===== config.mk =====
export PLATFORM = sky130hd
export DESIGN_NAME = div
export DESIGN_NICKNAME = d
export VERILOG_FILES = /design/src/rtl/div.sv
export SDC_FILE = /design/constraint.sdc
export NUM_CORES = 1
export LEC_CHECK = 0
export ABC_AREA = 1
export BUFFER_PORTS_ARGS = -buffer_cell sky130_fd_sc_hd__buf_4
export CORE_MARGIN = 5
export CORE_UTILIZATION = 58
export CTS_CLUSTER_SIZE = 30
export DETAILED_ROUTE_END_ITERATION = 8
export PLACE_DENSITY = 0.81
export SETUP_SLACK_MARGIN = 0.4
export SYNTH_ARGS = -nofsm -noshare
export SYNTH_HDL_FRONTEND = slang
export SYNTH_SLANG_ARGS = --single-unit
export TNS_END_PERCENT = 5

===== constraint.sdc =====
create_clock -name clk -period 2.36 [get_ports clk]
set_input_delay 0.59 -clock clk [delete_from_list [all_inputs] [get_ports clk]]
set_output_delay 0.59 -clock clk [all_outputs]
set_load 0.02 [all_outputs]

===== src/rtl/div.sv =====
// -----------------------------------------------------------------------------
// div -- multi-cycle 32-bit integer divider for the OpenMIPS EX stage.
//
// Computes quotient and remainder by restoring shift-subtract, one quotient
// bit per clock. EX holds start_i high and stalls the pipeline until ready_o
// is seen. EX then writes result_o into HI/LO (HI = remainder, LO = quotient).
//
// Ports:
//   clk           core clock, all state updates on the rising edge
//   rst           synchronous active-high reset
//   signed_div_i  1 = DIV (signed), 0 = DIVU (unsigned)
//   opdata1_i     dividend
//   opdata2_i     divisor
//   start_i       division request, held high by EX until ready_o
//   annul_i       abort the current division (pipeline flush)
//   result_o      {remainder, quotient}, registered
//   ready_o       result valid, registered
//
// Configuration macro:
//   DIV_SIGNED_EN  when defined, signed_div_i selects signed division.
//                  Operands are converted to magnitudes on entry and the
//                  signs are corrected on exit. When undefined, every
//                  operation is unsigned and the sign logic is not built.
// -----------------------------------------------------------------------------
module div (
  input  logic        clk,
  input  logic        rst,
  input  logic        signed_div_i,
  input  logic [31:0] opdata1_i,
  input  logic [31:0] opdata2_i,
  input  logic        start_i,
  input  logic        annul_i,
  output logic [63:0] result_o,
  output logic        ready_o
);

  typedef enum logic [1:0] {
    FREE    = 2'd0,
    BY_ZERO = 2'd1,
    ON      = 2'd2,
    END     = 2'd3
  } divState_e;

  divState_e   state_q;
  logic [5:0]  cnt_q;
  logic [64:0] dividend_q;
  logic [31:0] divisor_q;
  logic [63:0] result_q;
  logic        ready_q;

  // Operand magnitudes that are loaded into the datapath on entry to ON
  logic [31:0] op1Mag;
  logic [31:0] op2Mag;

  // Quotient and remainder after any sign correction
  logic [31:0] quotientFinal;
  logic [31:0] remainderFinal;

  // Trial subtraction and the shifted working register for one iteration
  logic [32:0] diff;
  logic [64:0] dividend_d;

`ifdef DIV_SIGNED_EN
  logic signedOp;
  logic dividendNeg_q;
  logic divisorNeg_q;

  assign signedOp = signed_div_i;

  // Two's-complement magnitude of each operand for a signed request.
  // 0x80000000 maps onto itself, and that is the correct unsigned magnitude.
  always_comb begin
    op1Mag = opdata1_i;
    op2Mag = opdata2_i;
    if (signedOp && opdata1_i[31]) begin
      op1Mag = ~opdata1_i + 32'd1;
    end
    if (signedOp && opdata2_i[31]) begin
      op2Mag = ~opdata2_i + 32'd1;
    end
  end

  // The quotient truncates toward zero, so it is negated when the operand
  // signs differ. The remainder follows the sign of the dividend. The
  // overflow case 0x80000000 / -1 wraps to 0x80000000 without a trap.
  always_comb begin
    quotientFinal  = dividend_q[31:0];
    remainderFinal = dividend_q[64:33];
    if (dividendNeg_q ^ divisorNeg_q) begin
      quotientFinal = ~dividend_q[31:0] + 32'd1;
    end
    if (dividendNeg_q) begin
      remainderFinal = ~dividend_q[64:33] + 32'd1;
    end
  end
`else
  logic unusedSignedDiv;

  // Every operation is unsigned in this build, so the operands pass straight
  // through and signed_div_i has no effect.
  assign unusedSignedDiv = signed_div_i;

  always_comb begin
    op1Mag         = opdata1_i;
    op2Mag         = opdata2_i;
    quotientFinal  = dividend_q[31:0];
    remainderFinal = dividend_q[64:33];
  end
`endif

  // Restoring step. The partial remainder sits in dividend_q[63:32].
  // On a borrow, only shift in a 0 quotient bit. Otherwise keep the
  // difference and shift in a 1. After 32 steps the quotient is in
  // [31:0] and the remainder is in [64:33].
  always_comb begin
    diff = {1'b0, dividend_q[63:32]} - {1'b0, divisor_q};
    if (diff[32]) begin
      dividend_d = {dividend_q[63:0], 1'b0};
    end else begin
      dividend_d = {diff[31:0], dividend_q[31:0], 1'b1};
    end
  end

  // Controller and datapath registers. Operands are sampled only on entry
  // to ON because the pipeline is stalled for the whole operation. A drop of
  // start_i during ON does not abort; only annul_i or rst does.
  always_ff @(posedge clk) begin
    if (rst) begin
      state_q       <= FREE;
      cnt_q         <= 6'd0;
      dividend_q    <= 65'd0;
      divisor_q     <= 32'd0;
      result_q      <= 64'd0;
      ready_q       <= 1'b0;
`ifdef DIV_SIGNED_EN
      dividendNeg_q <= 1'b0;
      divisorNeg_q  <= 1'b0;
`endif
    end else begin
      case (state_q)
        FREE: begin
          result_q <= 64'd0;
          ready_q  <= 1'b0;
          if (start_i && !annul_i) begin
            if (opdata2_i == 32'd0) begin
              state_q <= BY_ZERO;
            end else begin
              state_q       <= ON;
              cnt_q         <= 6'd0;
              divisor_q     <= op2Mag;
              dividend_q    <= {32'd0, op1Mag, 1'b0};
`ifdef DIV_SIGNED_EN
              dividendNeg_q <= signedOp & opdata1_i[31];
              divisorNeg_q  <= signedOp & opdata2_i[31];
`endif
            end
          end
        end

        BY_ZERO: begin
          state_q  <= END;
          result_q <= 64'd0;
          ready_q  <= 1'b1;
        end

        ON: begin
          if (annul_i) begin
            state_q <= FREE;
            cnt_q   <= 6'd0;
            ready_q <= 1'b0;
          end else if (cnt_q != 6'd32) begin
            dividend_q <= dividend_d;
            cnt_q      <= cnt_q + 6'd1;
          end else begin
            result_q <= {remainderFinal, quotientFinal};
            ready_q  <= 1'b1;
            state_q  <= END;
          end
        end

        END: begin
          if (!start_i) begin
            state_q  <= FREE;
            result_q <= 64'd0;
            ready_q  <= 1'b0;
          end
        end

        default: begin
          state_q <= FREE;
        end
      endcase
    end
  end

  assign result_o = result_q;
  assign ready_o  = ready_q;

endmodule


==> reports/qor.txt, run 1 <==
# clock sinks: 170
asr flop ratio synth: 0
Antenna Violating Nets Remaining: 0
Max-Cap Viols: 0
Slew HR: 0.604
outcome: finished, final reports clean
predominant post-synthesis flop cell: dfxtp_1
hold_sp: opdata2_i[10]
Die Ht: 137 um
WL/cell: 15.3 um
RePlAce Congestion: 0.915
post-synthesis area per instance: 6.43 sq um
synthesized flop and latch total: 170
final wirelength: 27.5 mm
htree depth: 4
Final setup viols: 0
RSZ-0062 raised after global routing: true
number of library cell types mapped by synthesis: 33
CTS Root Cell: clkbuf_16
layout cells sized above 1: 0.200
Mapped Nets: 1557
Mapped Cells: 1449
Die ar.: 18700 sq um
Synth Area in Adders: 0.0532
Post-Syn Area: 9320 sq um
VDD IR max: 0.000881 V
largest net degree at the start of global routing: 77
clock latency on the worst-skew pair: 440 ps
largest family of logic cells by synthesized area: simple AND/OR/NAND/NOR gates
crit path from: dividend_q[32]
global route total overflow: 0
area of the multi-input gates: 5400 sq um
drt first pass iters: 7
fin. max-slew vios: 0
first-pass GRT wire length: 43.2 mm
Port Buffer Count: 132
CTS Buf Count: 17
Finished Layout Cells: 1804
Worst-path clk slew: 70 ps
most common cell in the netlist: nand2_1
PD cells: 1110 nW/um^2
Leak Pwr: 0.00553 uW
Area after DPL: 10700 sq um
YS warnings: 0
worst hold slack: 447 ps
Fillers: 1234
GRT Overall Usage: 0.288
fin area: 11900 sq um
total power: 13200 uW
Inst Count DP: 1766
crit path DAT: 2500 ps
post-synthesis compound-gate area fraction: 0.172
Synth top cells by count: 406 x nand2_1, 175 x nor2_1, 170 x dfxtp_1
post-synth top area cell: dfxtp_1
crit share post-route: 0.926
post-synthesis xor/xnor area fraction: 0.0150
Crit. End Element: flop
share of the synthesized area in the top cell type: 0.365
Post-CTS Hold Buffers: 0
post-synthesis sequential area ratio: 0.365
DRC: 0
post-synthesis mux area share: 0
EDFF count, synth: 0
crit path max fanout: 6
area of the core: 15800 sq um
Ports: 134
Fin Clk Skew: 6.48 ps
row count: 46
initial antenna violation count: 0
Longest Clk Path Bufs: 2
Post-Synth Simple-Gate Area: 0.291
fmax: 0.458 GHz
dpl hpwl: 18.6 mm
diode count: 0
pre-CTS setup slack: -141 ps
Final min period: 2190 ps
register area: 3430 sq um
Die Wd: 137 um
vias per cell: 5.36
Synth-to-Final Area Change: 27.6%
Least-Margin Pin Slew: 595 ps
DRT iter0 DRCs: 702
worst hold path type: in2reg
largest cells by area after synthesis: dfxtp_1 37%, nand2_1 16%, a21oi_1 8.8%
Starting Density: 0.589
critical path startpoint category: flop
Vias: 9663
CTS tree: done
final setup margin: 175 ps
vias in the first global route: 9058
Worst EP required: 2670 ps
worst r2r src: dividend_q[32]
Setup CP Type: reg2reg
NumNets Final: 1684
Fin. Hold Viols: 0
-- power breakdown --
part	switching (uW)	total [uW]	leakage, uW	internal, uW
Sequential	354	3870	0.00140	3520
Clock	1290	2880	0.000285	1590
Combinational	4090	6450	0.00384	2370
Total	5730	13200	0.00553	7470
-- state kept, by name, indices dropped and copies added, names as in the netlist --
name	count
state_q	2
dividend_q	65
ready_o	1
divisor_q	32
result_o	64
cnt_q	6
-- metrics by stage --
step | util | TNS [ps]
after CTS | 0.721 | 0
after global routing | 0.751 | 0
after detailed placement | 0.677 | -6650
after global placement | 0.677 | -5220
after floorplan | - | 0
final | 0.751 | 0
-- kinds of logic after synthesis --
group | after synthesis
DFF | 170
adders and majority gates | 39
xor gates and xnor gates | 16
AOI/OAI and AO/OA | 304
and+or+nand+nor | 681
buffers and inverters | 239
-- per-layer routing --
| layer | GRT usage | share of wire | vias to the layer above |
|---|---|---|---|
| li1 | - | - | 4867 |
| met1 | 0.366 | 0.43 | 4424 |
| met2 | 0.480 | 0.48 | 324 |
| met3 | 0.0669 | 0.069 | 48 |
| met4 | 0.101 | 0.022 | 0 |
| met5 | 0 | 0 | - |
-- repair_timing --
item,4_1_cts,5_1_grt
resized for setup,12,100
buffers inserted,4,0
cloned,1,2
endpoints found under the setup margin,70,154
pin swaps,5,16
-- cell usage in the layout (no fill, tap or decap), types with 2 or more instances in the layout --
cell type / Yosys / routed
nand3_2: 1 / 3
ha_4: 0 / 21
clkinv_4: 0 / 2
inv_8: 0 / 2
inv_1: 166 / 156
nor2_1: 175 / 166
buf_12: 0 / 14
nand4_1: 5 / 5
clkbuf_16: 0 / 19
dfxtp_1: 170 / 150
nor2_4: 0 / 4
o211ai_1: 2 / 2
nand2_2: 6 / 16
nor2_2: 1 / 6
xnor2_1: 12 / 12
o21bai_1: 6 / 6
o21ai_1: 10 / 8
nand3_1: 74 / 72
buf_4: 6 / 158
a21oi_2: 3 / 10
inv_2: 4 / 13
a21boi_0: 2 / 2
nor3_1: 10 / 9
o21ai_2: 1 / 3
a21oi_1: 163 / 155
bufinv_16: 0 / 2
xor2_1: 4 / 4
inv_6: 0 / 5
clkinvlp_4: 0 / 2
buf_6: 4 / 2
a211oi_1: 13 / 13
ha_2: 0 / 4
nand2_4: 0 / 3
dfxtp_2: 0 / 20
nand2_1: 406 / 392
ha_1: 38 / 13
o21ai_0: 102 / 102
-- area by class of cell --
type,instances,share of cell area
clock buffers,17,0.0358
clock inverters,14,0.0138
inverters,170,0.0539
multi-input cells,1040,0.454
flip-flops and latches,170,0.288
well taps,216,0.0227
repair buffers,177,0.132
-- critical path, cell delays in order (launching register included) --
cell and delay (ps):
dfxtp_2 340, inv_2 50, ha_4 160, fa_2 370, nor2_4 110, o21ai_2 80
nand2_2 110, nand2_2 70, nand2_4 100, nand2_4 70, nand2_8 110, buf_12 140
buf_12 120, a21oi_1 50, o21ai_1 90, a21oi_1 80
-- path summary, 6_finish.rpt --
check,end,slack (ps),cells after the start
hold reg to reg,result_o[53],470,2
setup / recovery,dividend_q[36],170,15
hold / removal,divisor_q[10],450,3
setup reg to reg,dividend_q[36],170,15
Note: power is estimated with default switching activity, not from simulation.
==> run 2: changes to the inputs <==
==> constraint.sdc (replaced) <==
create_clock -name clk -period 2.1 [get_ports clk]
set_input_delay 0.525 -clock clk [delete_from_list [all_inputs] [get_ports clk]]
set_output_delay 0.525 -clock clk [all_outputs]
set_load 0.02 [all_outputs]
==> run 2 against run 1 <==
Compared with the run above:
- the run now ends with DRC, setup timing left
- critical path depth is the same
- clock skew up 4.8 ps
- final cell count increased by 4.2%
- maximum frequency increased by 2.2%
- critical endpoint is now dividend_q[49]
- highest routed layer unchanged
- register-to-register slack worse by 210 ps
==> reports/qor.txt, run 2 (same netlist as run 1, synthesis figures left out) <==
outcome: finished with violations
failing checks: DRC, setup timing
fin. max-slew vios: 0 (unchanged)
crit path DAT: 2510 ps (about the same)
slowest library cell on the worst path: fa_2
Slew HR: 0.623 (+0.0198)
critical path startpoint category: flop
first-pass GRT wire length: 44.9 mm (+4.1%)
Antenna Violating Nets Remaining: 0 (unchanged)
most frequent cells in the layout: 376 x nand2_1, 231 x buf_4, 161 x dfxtp_1
row count: 46 (unchanged)
post-layout util: 0.815 (+0.0632)
Vias: 10500 (+8.7%)
fmax: 0.468 GHz (+2.2%)
Crit. End Element: flop
cells along the critical path: inv_2 -> ha_4 -> fa_2 -> nor2_4 -> o21ai_2 -> nand2_2 -> nand2_2 -> nand2_4 -> nand2_4 -> nand2_8 -> buf_6 -> nor2_1 -> nor2_1 -> nand2_1 -> a21oi_1
crit path max fanout: 8 (+2)
Fin. Hold Viols: 0 (unchanged)
Final min period: 2140 ps (-47.1 ps)
CTS Buf Count: 17 (unchanged)
final wirelength: 31.3 mm (+14%)
Worst EP required: 2470 ps (-200 ps)
largest net degree at the start of global routing: 94 (+22%)
RePlAce Congestion: 1.01 (+11%)
Psw: 7430 uW (+29%)
Switching Fraction: 0.461 (+0.0264)
fin area: 12900 sq um (+8.4%)
Final setup viols: 3 (+3)
commonest non-fill, non-tap cell in the layout: nand2_1
Least-Margin Pin Slew: 565 ps (-29.7 ps)
Largest Register: dividend_q
layout cells sized above 1: 0.289 (+0.0890)
area of the core: 15800 sq um (unchanged)
register area: 3420 sq um (-0.26%)
worst hold path type: in2reg
area of the multi-input gates: 5860 sq um (+8.6%)
vias in the first global route: 9553 (+5.5%)
Int Power: 8690 uW (+16%)
CTS Root Cell: clkbuf_16
max reg flops: 65 (unchanged)
NumNets Final: 1758 (+4.4%)
Max-Cap Viols: 0 (unchanged)
Seq pwr share: 0.277 (-0.016)
WL/cell: 16.6 um (+9.0%)
VDD IR max: 0.00167 V (+90%)
crit share post-route: 1.02 (+0.0922)
global route total overflow: 0 (unchanged)
Leak Pwr: 0.00594 uW (+7.5%)
dpl hpwl: 19.1 mm (+2.4%)
Area after DPL: 11200 sq um (+4.6%)
htree depth: 4 (unchanged)
final setup margin: -38.2 ps (-213 ps)
Setup CP Type: reg2reg
Fillers: 985 (-20%)
# clock sinks: 170 (unchanged)
Die Ht: 137 um (unchanged)
drt first pass iters: 9 (+2)
initial antenna violation count: 0 (unchanged)
GRT Overall Usage: 0.298 (+0.0103)
clock network fraction of design power: 0.199 (-0.019)
slowest stage delay, CP: 360 ps (about the same)
Die ar.: 18700 sq um (unchanged)
Port Buffer Count: 132 (unchanged)
diode count: 0 (unchanged)
DRC: 2 (+2)
Setup TNS: -62.8 ps (-62.8 ps)
CTS tree: done
Worst-path clk slew: 80 ps (about the same)
RSZ-0062 raised after global routing: true
Longest Clk Path Bufs: 2 (unchanged)
clock latency on the worst-skew pair: 450 ps (about the same)
combinational power share: 0.525 (+0.036)
Starting Density: 0.589 (unchanged)
PD cells: 1250 nW/um^2 (+13%)
Die Wd: 137 um (unchanged)
DRT iter0 DRCs: 1114 (+59%)
Ports: 134 (unchanged)
Synth-to-Final Area Change: 38.4%
worst hold slack: 375 ps (-72.1 ps)
vias per cell: 5.59 (+4.3%)
Fin Clk Skew: 11.3 ps (+4.79 ps)
run 2: metrics by stage:
step | worst slack, ps | cells | total power, uW
global placement | -187 | 1836 | 11000
finish | -38.2 | 1879 | 16100
global route | -195 | 1879 | 17000
detailed placement | -249 | 1836 | 11100
CTS | 5.88 | 1875 | 14500
floorplan | 164 | 1449 | 8880
run 2: path summary, 6_finish.rpt:
kind / startpoint / end / slack [ps] / cells after the start
worst max-delay path: dividend_q[32] / dividend_q[49] / -40 / 15
worst min-delay path: opdata2_i[8] / divisor_q[8] / 370 / 3
worst max register to register: dividend_q[32] / dividend_q[49] / -40 / 15
worst min register to register: result_o[43] / result_o[43] / 470 / 2
run 2: per-layer routing:
metal,up-vias,global-route usage,part of all wire
met5,-,0,0
li1,5037,-,-
met1,4815,0.384,0.40
met3,102,0.0540,0.076
met2,545,0.499,0.49
met4,0,0.111,0.033
run 2: worst max-delay path, delay by kind of cell (launching register included):
kind | cells | cell delay [ps]
AO/OA/AOI/OAI | 2 | 200
adder cells (fa/ha/maj) | 2 | 510
buffers and inverters | 2 | 200
flip-flops | 1 | 340
AND/OR/NAND/NOR | 9 | 790
run 2: area by class of cell:
type                    instances  share of cell area
multi-input cells            1041               0.454
inverters                     170              0.0499
clock inverters                15              0.0133
clock buffers                  17              0.0330
repair buffers                250               0.163
flip-flops and latches        170               0.265
well taps                     216              0.0210
run 2: what timing repair did:
action                     in CTS  in global routing
setup buffers                   4                  2
gates cloned                    3                  2
gates resized for setup        22                232
pin swaps                       4                 66
setup endpoints to repair     137                164
hold buffers                    0                  0
run 2: power by group through the flow:
stage / Clock, uW / Sequential [uW] / Combinational [uW]
after floorplan: 0 / 4570 / 4310
after global placement: 0 / 4340 / 6640
after detailed placement: 0 / 4360 / 6790
after CTS: 3180 / 4300 / 7030
after global routing: 3350 / 4520 / 9120
final: 3200 / 4460 / 8460
==> run 3: changes to the inputs <==
--- a/config.mk
+++ b/config.mk
@@ -9,6 +9,7 @@
 export BUFFER_PORTS_ARGS = -buffer_cell sky130_fd_sc_hd__buf_4
 export CORE_MARGIN = 5
 export CORE_UTILIZATION = 58
+export CTS_BUF_LIST = sky130_fd_sc_hd__clkbuf_16
 export CTS_CLUSTER_SIZE = 30
 export DETAILED_ROUTE_END_ITERATION = 8
 export PLACE_DENSITY = 0.81
@@ -16,4 +17,4 @@
 export SYNTH_ARGS = -nofsm -noshare
 export SYNTH_HDL_FRONTEND = slang
 export SYNTH_SLANG_ARGS = --single-unit
-export TNS_END_PERCENT = 5
+export TNS_END_PERCENT = 20
==> run 3 against run 2 <==
Compared with the run above:
- the run ends with setup timing left
- non-clock buffer count down 7
- final cell count down 0.37%
- wire length down 2.7%
- critical path depth down 1
- hold slack worse by 5.7 ps
- critical path type unchanged
- largest power group unchanged
==> reports/qor.txt, run 3 (same netlist as run 1, synthesis figures left out) <==
outcome: finished with violations
failing checks: setup timing
CTS Root Cell: clkbuf_16
max reg flops: 65 (unchanged)
Starting Density: 0.589 (unchanged)
Least-Margin Pin Slew: 421 ps (-144 ps)
first-pass GRT wire length: 45.6 mm (+1.5%)
Port Buffer Count: 132 (unchanged)
CTS tree: done
pre-CTS setup slack: -170 ps (+78.7 ps)
VDD IR max: 0.00139 V (-17%)
WL/cell: 16.2 um (-2.3%)
Longest Clk Path Bufs: 2 (unchanged)
vias per cell: 5.57 (-0.23%)
Worst EP required: 2420 ps (-50 ps)
NumNets Final: 1751 (-0.40%)
Post-CTS Hold Buffers: 0 (unchanged)
vias in the first global route: 9704 (+1.6%)
crit share post-route: 1.08 (+0.0605)
Final setup viols: 13 (+10)
area of the core: 15800 sq um (unchanged)
area of the multi-input gates: 5660 sq um (-3.4%)
drt first pass iters: 6 (-3)
Final min period: 2270 ps (+127 ps)
most frequent cells in the layout: 375 x nand2_1, 218 x buf_4, 156 x nor2_1
clock latency on the worst-skew pair: 450 ps (about the same)
Ports: 134 (unchanged)
DRT iter0 DRCs: 1157 (+3.9%)
crit path DAT: 2580 ps (+70 ps)
dpl hpwl: 19.3 mm (+1.1%)
Fillers: 1077 (+9.3%)
Worst-path clk slew: 70 ps (about the same)
total power: 15800 uW (-2.1%)
row count: 46 (unchanged)
diode count: 0 (unchanged)
Finished Layout Cells: 1872 (-0.37%)
RePlAce Congestion: 0.966 (-4.7%)
fin. max-slew vios: 0 (unchanged)
Die ar.: 18700 sq um (unchanged)
Die Ht: 137 um (unchanged)
WHS Path Cells: 3 (unchanged)
final wirelength: 30.4 mm (-2.7%)
Crit. End Element: flop
Largest Register: dividend_q
Synth-to-Final Area Change: 36.2%
initial antenna violation count: 0 (unchanged)
worst r2r src: divisor_q[11]
commonest non-fill, non-tap cell in the layout: nand2_1
# clock sinks: 170 (unchanged)
crit path max fanout: 6 (-2)
Setup CP Type: reg2reg
Setup TNS: -514 ps (-451 ps)
crit path from: divisor_q[11]
CTS Buf Count: 17 (unchanged)
layout cells sized above 1: 0.269 (-0.0199)
GRT Overall Usage: 0.304 (+0.00606)
Leak Pwr: 0.00588 uW (-0.94%)
register area: 3430 sq um (+0.44%)
critical path startpoint category: flop
Antenna Violating Nets Remaining: 0 (unchanged)
worst hold path type: in2reg
largest net degree at the start of global routing: 77 (-18%)
RSZ-0062 raised after global routing: true
final setup margin: -165 ps (-127 ps)
PD cells: 1240 nW/um^2 (-0.49%)
Die Wd: 137 um (unchanged)
global route total overflow: 0 (unchanged)
fmax: 0.441 GHz (-5.6%)
Vias: 10400 (-0.60%)
Fin Clk Skew: 9.23 ps (-2.03 ps)
Inst Count DP: 1816 (-1.1%)
Fin. Hold Viols: 0 (unchanged)
hold_sp: opdata2_i[15]
post-layout util: 0.802 (-0.0128)
DRC: 0 (-2)
Max-Cap Viols: 0 (unchanged)
htree depth: 4 (unchanged)
Slew HR: 0.719 (+0.0958)
r2r worst-path depth: 14 (-1)
## run 3: metrics by stage
| step | hold WS, ps | cell area [sq um] |
|---|---|---|
| 4_1_cts | 365 | 12100 |
| 3_5_place_dp | 455 | 11100 |
| 2_1_floorplan | 433 | 9340 |
| 5_1_grt | 382 | 12700 |
| 3_3_place_gp | 450 | 11100 |
| 6_report | 369 | 12700 |
## run 3: what timing repair did
action                                  CTS  global route
endpoints found under the setup margin  139           170
setup buffers                             8            12
cloned                                    3             1
gates resized for setup                  50           150
pin swaps                                 7            51
endpoints found under the hold margin     0             0
## run 3: power by group
part	total, uW	internal (uW)	leakage, uW	switching [uW]
Sequential	4390	3960	0.00140	431
Combinational	8270	3160	0.00421	5100
Clock	3120	1580	0.000278	1540
Total	15800	8710	0.00588	7070
## run 3: layout make-up
type	count	area share
clock inverters	15	0.0121
flip-flops and latches	170	0.271
inverters	170	0.0515
repair buffers	243	0.165
multi-input cells	1041	0.446
well taps	216	0.0213
clock buffers	17	0.0335
## run 3: worst paths after layout
path              slack [ps]             end
setup / recovery        -170  dividend_q[35]
hold reg to reg          460   divisor_q[20]
setup reg to reg        -170  dividend_q[35]
hold / removal           370   divisor_q[15]
## run 3: worst max-delay path, stage by stage, from the launching register on
cell,delay (ps)
dfxtp_1,330
inv_2,60
ha_4,220
nand2_1,70
nand2_1,90
inv_1,90
nand2_1,110
a21oi_2,210
nand2_4,90
nand2_4,100
nand2_8,90
buf_12,150
buf_16,130
o211ai_1,270
a21oi_1,140
## run 3: metal layers
metal	track usage	routed length, um	vias up
li1	-	-	5013
met2	0.504	14400	558
met3	0.0640	2570	139
met5	0	0	-
met1	0.381	12200	4726
met4	0.139	1270	0
